## src/rtl/pipeline_retire_monitor.sv

```systemverilog
// Retirement monitor for mips_pipeline: classifies retired instructions, keeps saturating counters,
// buffers retire records in a FWFT trace FIFO and halts on a cycle budget. Optional macro: MON_WD_EN.
module pipeline_retire_monitor #(
   parameter int CNT_W       = 32,
   parameter int FIFO_DEPTH  = 8,
   parameter int CYCLE_LIMIT = 200
) (
   input  logic             clk,
   input  logic             rst,
   input  logic             clr,
   input  logic             retire_valid,
   input  logic [31:0]      retire_pc,
   input  logic [31:0]      retire_instr,
   input  logic [31:0]      retire_wd,
   output logic             trace_valid,
   input  logic             trace_ready,
   output logic [31:0]      trace_pc,
   output logic [3:0]       trace_class,
   output logic [31:0]      trace_wd,
   input  logic [3:0]       cnt_sel,
   output logic [CNT_W-1:0] cnt_rdata,
   output logic             halt,
   output logic             fifo_full
);

   localparam int AW = $clog2(FIFO_DEPTH);
`ifdef MON_WD_EN
   localparam int EW = 68;
`else
   localparam int EW = 36;
`endif
   localparam logic [CNT_W-1:0] LIMIT_M1 = (CYCLE_LIMIT > 0) ? CNT_W'(CYCLE_LIMIT - 1) : '0;
   localparam logic [AW:0]      PTR_ONE  = (AW+1)'(1);

   typedef enum logic {ST_RUN = 1'b0, ST_HALT = 1'b1} state_t;

   function automatic logic [3:0] decode_class(input logic [31:0] instr);
      logic [3:0] cls;
      if (instr[31:26] == 6'd0) begin
         case (instr[5:0])
            6'd32:   cls = 4'd0;
            6'd34:   cls = 4'd1;
            6'd36:   cls = 4'd2;
            6'd37:   cls = 4'd3;
            default: cls = 4'd15;
         endcase
      end else begin
         case (instr[31:26])
            6'd35:   cls = 4'd4;
            6'd43:   cls = 4'd5;
            6'd4:    cls = 4'd6;
            6'd2:    cls = 4'd7;
            default: cls = 4'd15;
         endcase
      end
      return cls;
   endfunction

   function automatic logic [CNT_W-1:0] sat_inc(input logic [CNT_W-1:0] v);
      if (&v) begin
         return v;
      end else begin
         return v + CNT_W'(1);
      end
   endfunction

   state_t           state_r;
   logic             halt_r;
   logic [CNT_W-1:0] class_cnt_r [8];
   logic [CNT_W-1:0] other_cnt_r;
   logic [CNT_W-1:0] cycle_cnt_r;
   logic [CNT_W-1:0] retired_cnt_r;
   logic [CNT_W-1:0] drop_cnt_r;

   logic [EW-1:0]    mem_r [FIFO_DEPTH];
   logic [AW:0]      wr_ptr_r;
   logic [AW:0]      rd_ptr_r;
   logic             trace_valid_r;
   logic             fifo_full_r;
   logic [31:0]      trace_pc_r;
   logic [3:0]       trace_class_r;

   logic             run_s;
   logic [3:0]       retire_class_s;
   logic             full_s;
   logic             pop_s;
   logic             push_s;
   logic             drop_s;
   logic             limit_hit_s;
   logic [EW-1:0]    push_data_s;
   logic [EW-1:0]    head_s;
   logic [AW:0]      wr_ptr_n_s;
   logic [AW:0]      rd_ptr_n_s;
   logic             next_empty_s;
   logic             next_full_s;
   logic             unused_s;

   assign run_s          = (state_r == ST_RUN);
   assign retire_class_s = decode_class(retire_instr);
   assign full_s         = (wr_ptr_r[AW-1:0] == rd_ptr_r[AW-1:0]) && (wr_ptr_r[AW] != rd_ptr_r[AW]);
   assign pop_s          = trace_valid_r && trace_ready;
   assign push_s         = retire_valid && run_s && (!full_s || pop_s);
   assign drop_s         = retire_valid && run_s && full_s && !pop_s;
   assign limit_hit_s    = (CYCLE_LIMIT != 0) && (cycle_cnt_r == LIMIT_M1);

`ifdef MON_WD_EN
   logic [31:0] trace_wd_r;
   assign push_data_s = {retire_pc, retire_class_s,
                         (retire_class_s <= 4'd4) ? retire_wd : 32'd0};
   assign trace_wd    = trace_wd_r;
   assign unused_s    = ^{1'b0, retire_instr[25:6]};
`else
   assign push_data_s = {retire_pc, retire_class_s};
   assign trace_wd    = 32'd0;
   assign unused_s    = ^{1'b0, retire_instr[25:6], retire_wd};
`endif

   // Next pointers and the entry that becomes the head after this edge.
   always_comb begin
      wr_ptr_n_s = push_s ? (wr_ptr_r + PTR_ONE) : wr_ptr_r;
      rd_ptr_n_s = pop_s  ? (rd_ptr_r + PTR_ONE) : rd_ptr_r;
      // The entry being written this edge is not yet in memory, so bypass it.
      if (push_s && (rd_ptr_n_s[AW-1:0] == wr_ptr_r[AW-1:0])) begin
         head_s = push_data_s;
      end else begin
         head_s = mem_r[rd_ptr_n_s[AW-1:0]];
      end
      next_empty_s = (wr_ptr_n_s == rd_ptr_n_s);
      next_full_s  = (wr_ptr_n_s[AW-1:0] == rd_ptr_n_s[AW-1:0]) &&
                     (wr_ptr_n_s[AW] != rd_ptr_n_s[AW]);
   end

   // Trace storage array.
   always_ff @(posedge clk) begin
      if (push_s && !clr) begin
         mem_r[wr_ptr_r[AW-1:0]] <= push_data_s;
      end
   end

   // FIFO pointers and registered head outputs.
   always_ff @(posedge clk or posedge rst) begin
      if (rst) begin
         wr_ptr_r      <= '0;
         rd_ptr_r      <= '0;
         trace_valid_r <= 1'b0;
         fifo_full_r   <= 1'b0;
         trace_pc_r    <= 32'd0;
         trace_class_r <= 4'd0;
`ifdef MON_WD_EN
         trace_wd_r    <= 32'd0;
`endif
      end else if (clr) begin
         wr_ptr_r      <= '0;
         rd_ptr_r      <= '0;
         trace_valid_r <= 1'b0;
         fifo_full_r   <= 1'b0;
         trace_pc_r    <= 32'd0;
         trace_class_r <= 4'd0;
`ifdef MON_WD_EN
         trace_wd_r    <= 32'd0;
`endif
      end else begin
         wr_ptr_r      <= wr_ptr_n_s;
         rd_ptr_r      <= rd_ptr_n_s;
         trace_valid_r <= !next_empty_s;
         fifo_full_r   <= next_full_s;
         if (!next_empty_s) begin
            trace_pc_r    <= head_s[EW-1 -: 32];
            trace_class_r <= head_s[EW-33 -: 4];
`ifdef MON_WD_EN
            trace_wd_r    <= head_s[31:0];
`endif
         end else begin
            trace_pc_r    <= 32'd0;
            trace_class_r <= 4'd0;
`ifdef MON_WD_EN
            trace_wd_r    <= 32'd0;
`endif
         end
      end
   end

   // Saturating event counters; frozen outside RUN.
   always_ff @(posedge clk or posedge rst) begin
      if (rst) begin
         for (int i = 0; i < 8; i++) class_cnt_r[i] <= '0;
         other_cnt_r   <= '0;
         cycle_cnt_r   <= '0;
         retired_cnt_r <= '0;
         drop_cnt_r    <= '0;
      end else if (clr) begin
         for (int i = 0; i < 8; i++) class_cnt_r[i] <= '0;
         other_cnt_r   <= '0;
         cycle_cnt_r   <= '0;
         retired_cnt_r <= '0;
         drop_cnt_r    <= '0;
      end else if (run_s) begin
         cycle_cnt_r <= sat_inc(cycle_cnt_r);
         if (retire_valid) begin
            retired_cnt_r <= sat_inc(retired_cnt_r);
            if (!retire_class_s[3]) begin
               class_cnt_r[retire_class_s[2:0]] <= sat_inc(class_cnt_r[retire_class_s[2:0]]);
            end else begin
               other_cnt_r <= sat_inc(other_cnt_r);
            end
         end
         if (drop_s) begin
            drop_cnt_r <= sat_inc(drop_cnt_r);
         end
      end
   end

   // RUN/HALT state machine with registered halt flag.
   always_ff @(posedge clk or posedge rst) begin
      if (rst) begin
         state_r <= ST_RUN;
         halt_r  <= 1'b0;
      end else if (clr) begin
         state_r <= ST_RUN;
         halt_r  <= 1'b0;
      end else begin
         case (state_r)
            ST_RUN: begin
               if (limit_hit_s) begin
                  state_r <= ST_HALT;
                  halt_r  <= 1'b1;
               end else begin
                  state_r <= ST_RUN;
                  halt_r  <= 1'b0;
               end
            end
            ST_HALT: begin
               state_r <= ST_HALT;
               halt_r  <= 1'b1;
            end
            default: begin
               state_r <= ST_RUN;
               halt_r  <= 1'b0;
            end
         endcase
      end
   end

   // Counter read mux.
   always_comb begin
      case (cnt_sel)
         4'd0, 4'd1, 4'd2, 4'd3,
         4'd4, 4'd5, 4'd6, 4'd7: cnt_rdata = class_cnt_r[cnt_sel[2:0]];
         4'd8:                   cnt_rdata = other_cnt_r;
         4'd9:                   cnt_rdata = cycle_cnt_r;
         4'd10:                  cnt_rdata = retired_cnt_r;
         4'd11:                  cnt_rdata = drop_cnt_r;
         default:                cnt_rdata = '0;
      endcase
   end

   assign trace_valid = trace_valid_r;
   assign trace_pc    = trace_pc_r;
   assign trace_class = trace_class_r;
   assign fifo_full   = fifo_full_r;
   assign halt        = halt_r;

endmodule

```

## config.mk

```make
export PLATFORM = sky130hd
export DESIGN_NAME = pipeline_retire_monitor
export DESIGN_NICKNAME = d
export VERILOG_FILES = /design/src/rtl/pipeline_retire_monitor.sv
export SDC_FILE = /design/constraint.sdc
export NUM_CORES = 2
export LEC_CHECK = 0
export BUFFER_PORTS_ARGS = -buffer_cell sky130_fd_sc_hd__buf_2
export CORE_UTILIZATION = 65
export CTS_CLUSTER_DIAMETER = 40
export CTS_CLUSTER_SIZE = 14
export DETAILED_ROUTE_END_ITERATION = 10
export PLACE_DENSITY = 0.9
export SLEW_MARGIN = 10
export SYNTH_ARGS = -nofsm -noshare
export SYNTH_HDL_FRONTEND = slang
export SYNTH_SLANG_ARGS = --single-unit
```

## constraint.sdc

```tcl
create_clock -name clk -period 37.1 [get_ports clk]
set_input_delay 1.855 -clock clk [delete_from_list [all_inputs] [get_ports clk]]
set_output_delay 1.855 -clock clk [all_outputs]
set_load 0.01 [all_outputs]
```

==> metrics.txt <==
commonest non-fill, non-tap cell in the layout dfrtp_1; cts repair resizes 0; DRC 2; FP Rows 83; unique cell type count in the Yosys netlist 83; Post-Route WL 106.4 mm; WP data required 37610 ps; Worst setup SP type input pin; RD Place Congestion 0.9124; largest cells by area after synthesis dfrtp_1, edfxtp_1, mux4_2; asr flop ratio synth 59.94%; Synth Area in Simple Gates 9.904%; Post-Syn Area 34120 sq um; H-Tree Depth 3; worst slack, placed 29670 ps; post-CTS setup buffers 0; largest net degree at the start of global routing 149; Routed Antenna Nets 0; Worst Slack Setup Final 29870 ps; Initial Util 66.11%; yosys warns 0; layout cell share with drive strength beyond 1 20.90%; final setup TNS 0 ps; Post-Syn Area per Cell 12.84 sq um; f_max 138.3 MHz; status complete, but fails checks; predominant post-synthesis flop cell dfrtp_1; mux contribution to synthesized area 13.31%; Max Cap Viol 0; I/O pin count 208; XOR/XNOR share of the synthesized area 4.154%; Finish-stage setup viols 0; DR vias/cell 7.508; Sink Count 719; Post-synth EDFFs 288; Area Growth Syn to Fin 13.06%; Avg WL per Cell 30.22 um; largest family of logic cells by synthesized area multiplexers; Pleak 15.79 nW; worst r2r src wr_ptr_r[0]; CTS tree done; clk slew on worst S/H paths 50 ps; sequential share of the synthesized area 56.95%; Worst-Skew Late Latency 680 ps; Die W 231.1 um; placed cell area 35440 sq um; Tcrit/Tclk final 19.49%; Vias 26440; Core Area 51610 sq um; CTS root buf clkbuf_16; hold_buf cts 0; Seq cells post-synth 719; share of the synthesized area in the top cell type 31.61%; Gate Count Post-Synth 2658; worst min path class reg2reg; min cycle time layout 7229 ps; fin area 38580 sq um; violated checks DRC; first-pass GRT wire length 161.1 mm; leading area contributor after synthesis dfrtp_1; RSZ-0062 raised after global routing no; Hold Startpoint class_cnt_r[137]; port bufs 123; Compound-Gate Fraction of Synth Area 12.47%; Die ar. 53420 sq um; DR pass1 iterations 10; Crit Path Class in2reg; Max Root-Sink Buffers 3; Slew Viols, Final 0; clk_skew 69.03 ps; Non-Filler Instances 3521; Critical Path Start retire_instr[29]; worst IR drop on VDD 0.04754 mV; CP Data Arrival Time 7740 ps; CTS Buf Count 87; post-DP HPWL 59.47 mm; worst slew pin tran 1315 ps; Worst setup EP type register; Starting DRT DRC Count 4516; GRT Util Overall 40.32%; Remaining Overflow, GRT 0; Final Hold Fails 0; vias in the first global route 26910; commonest cells after routing, fill and taps aside dfrtp_1, edfxtp_1, a22o_1; Cells after DPL 3352; Power Dens Cells 50.11 nW/um^2; initial antenna violation count 11; Slew Limit Headroom 12.30%; Crit Path Max Fanout 40; die outline height 231.1 um; fin nets 2873; Post-Synth Adder-Cell Area 0.2567%
-- area by class of cell --
| class | count | area [sq um] |
|---|---|---|
| Clock inverter | 59 | 829.5 |
| Timing Repair Buffer | 182 | 1064 |
| Fill cell | 2724 | 13030 |
| Tap cell | 680 | 850.8 |
| Sequential cell | 719 | 19430 |
| Clock buffer | 102 | 2293 |
| Antenna cell | 8 | 20.02 |
| Multi-Input combinational cell | 1749 | 14000 |
| Inverter | 22 | 90.09 |
-- power by group --
group / internal (mW) / switching [mW]
registers: 0.843 / 0.00878
clock network: 0.536 / 0.383
logic: 0.0577 / 0.106
total: 1.44 / 0.497
-- per-stage QoR --
step / hold slack, ps / util, % / total power [mW]
CTS: 502.3 / 74.71 / 1.930
detailed placement: 490.9 / 68.66 / 1.021
global placement: 474.3 / 68.66 / 1.012
global route: 523.5 / 74.72 / 1.972
finish: 503.4 / 74.75 / 1.933
floorplan: 458.2 / - / 0.9712
-- cells in the mapped netlist (33+ instances only) --
cell	number
mux4_2	136
clkbuf_1	124
nor2_1	241
edfxtp_1	288
a211oi_1	43
o21ai_0	129
nand3_1	57
xnor2_1	39
nand2_1	225
a22o_1	240
dfrtp_1	431
mux2i_1	96
xor2_1	95
buf_4	33
mux2_2	42
-- critical path, cell delays in order --
cell	delay [ps]
buf_2	70
buf_4	640
nor2_1	250
o21ai_2	110
buf_4	520
and2_1	670
buf_4	560
mux2_2	390
o221ai_1	510
or4_1	380
nor4_2	120
a31oi_1	670
nand2b_1	190
xnor2_1	560
o21ai_1	180
-- flip-flops by register name, summed over array words and instances, names as in the netlist, 4 cells and up --
register / count
mem_r: 288
class_cnt_r: 256
cycle_cnt_r: 32
drop_cnt_r: 32
other_cnt_r: 32
retired_cnt_r: 32
trace_pc: 32
rd_ptr_r: 4
trace_class: 4
wr_ptr_r: 4
-- cell families after synthesis --
| group | after synthesis |
|---|---|
| compound gates | 567 |
| other cells | 1 |
| mux | 278 |
| fa+ha+maj | 7 |
| simple gates | 716 |
| xor+xnor | 149 |
| flops | 719 |
| buf+inv | 221 |
-- worst paths after layout --
path	cells after the start	to	slack (ps)
worst max-delay path	15	class_cnt_r[136]	29870
max in group asynchronous	4	class_cnt_r[113]	33130
min in group asynchronous	2	class_cnt_r[96]	1440
worst min register to register	2	class_cnt_r[137]	500
worst max register to register	10	drop_cnt_r[29]	32790
worst min-delay path	2	class_cnt_r[137]	500
-- per-layer routing --
layer / up-vias / GRT usage [%] / wire length (um)
met5: - / 0 / 103
met4: 10 / 27.67 / 8726
met3: 762 / 12.03 / 14770
met2: 2566 / 62.70 / 49170
met1: 12860 / 48.76 / 33640
li1: 10240 / - / -
No activity file was read; power rests on OpenSTA's default activity.
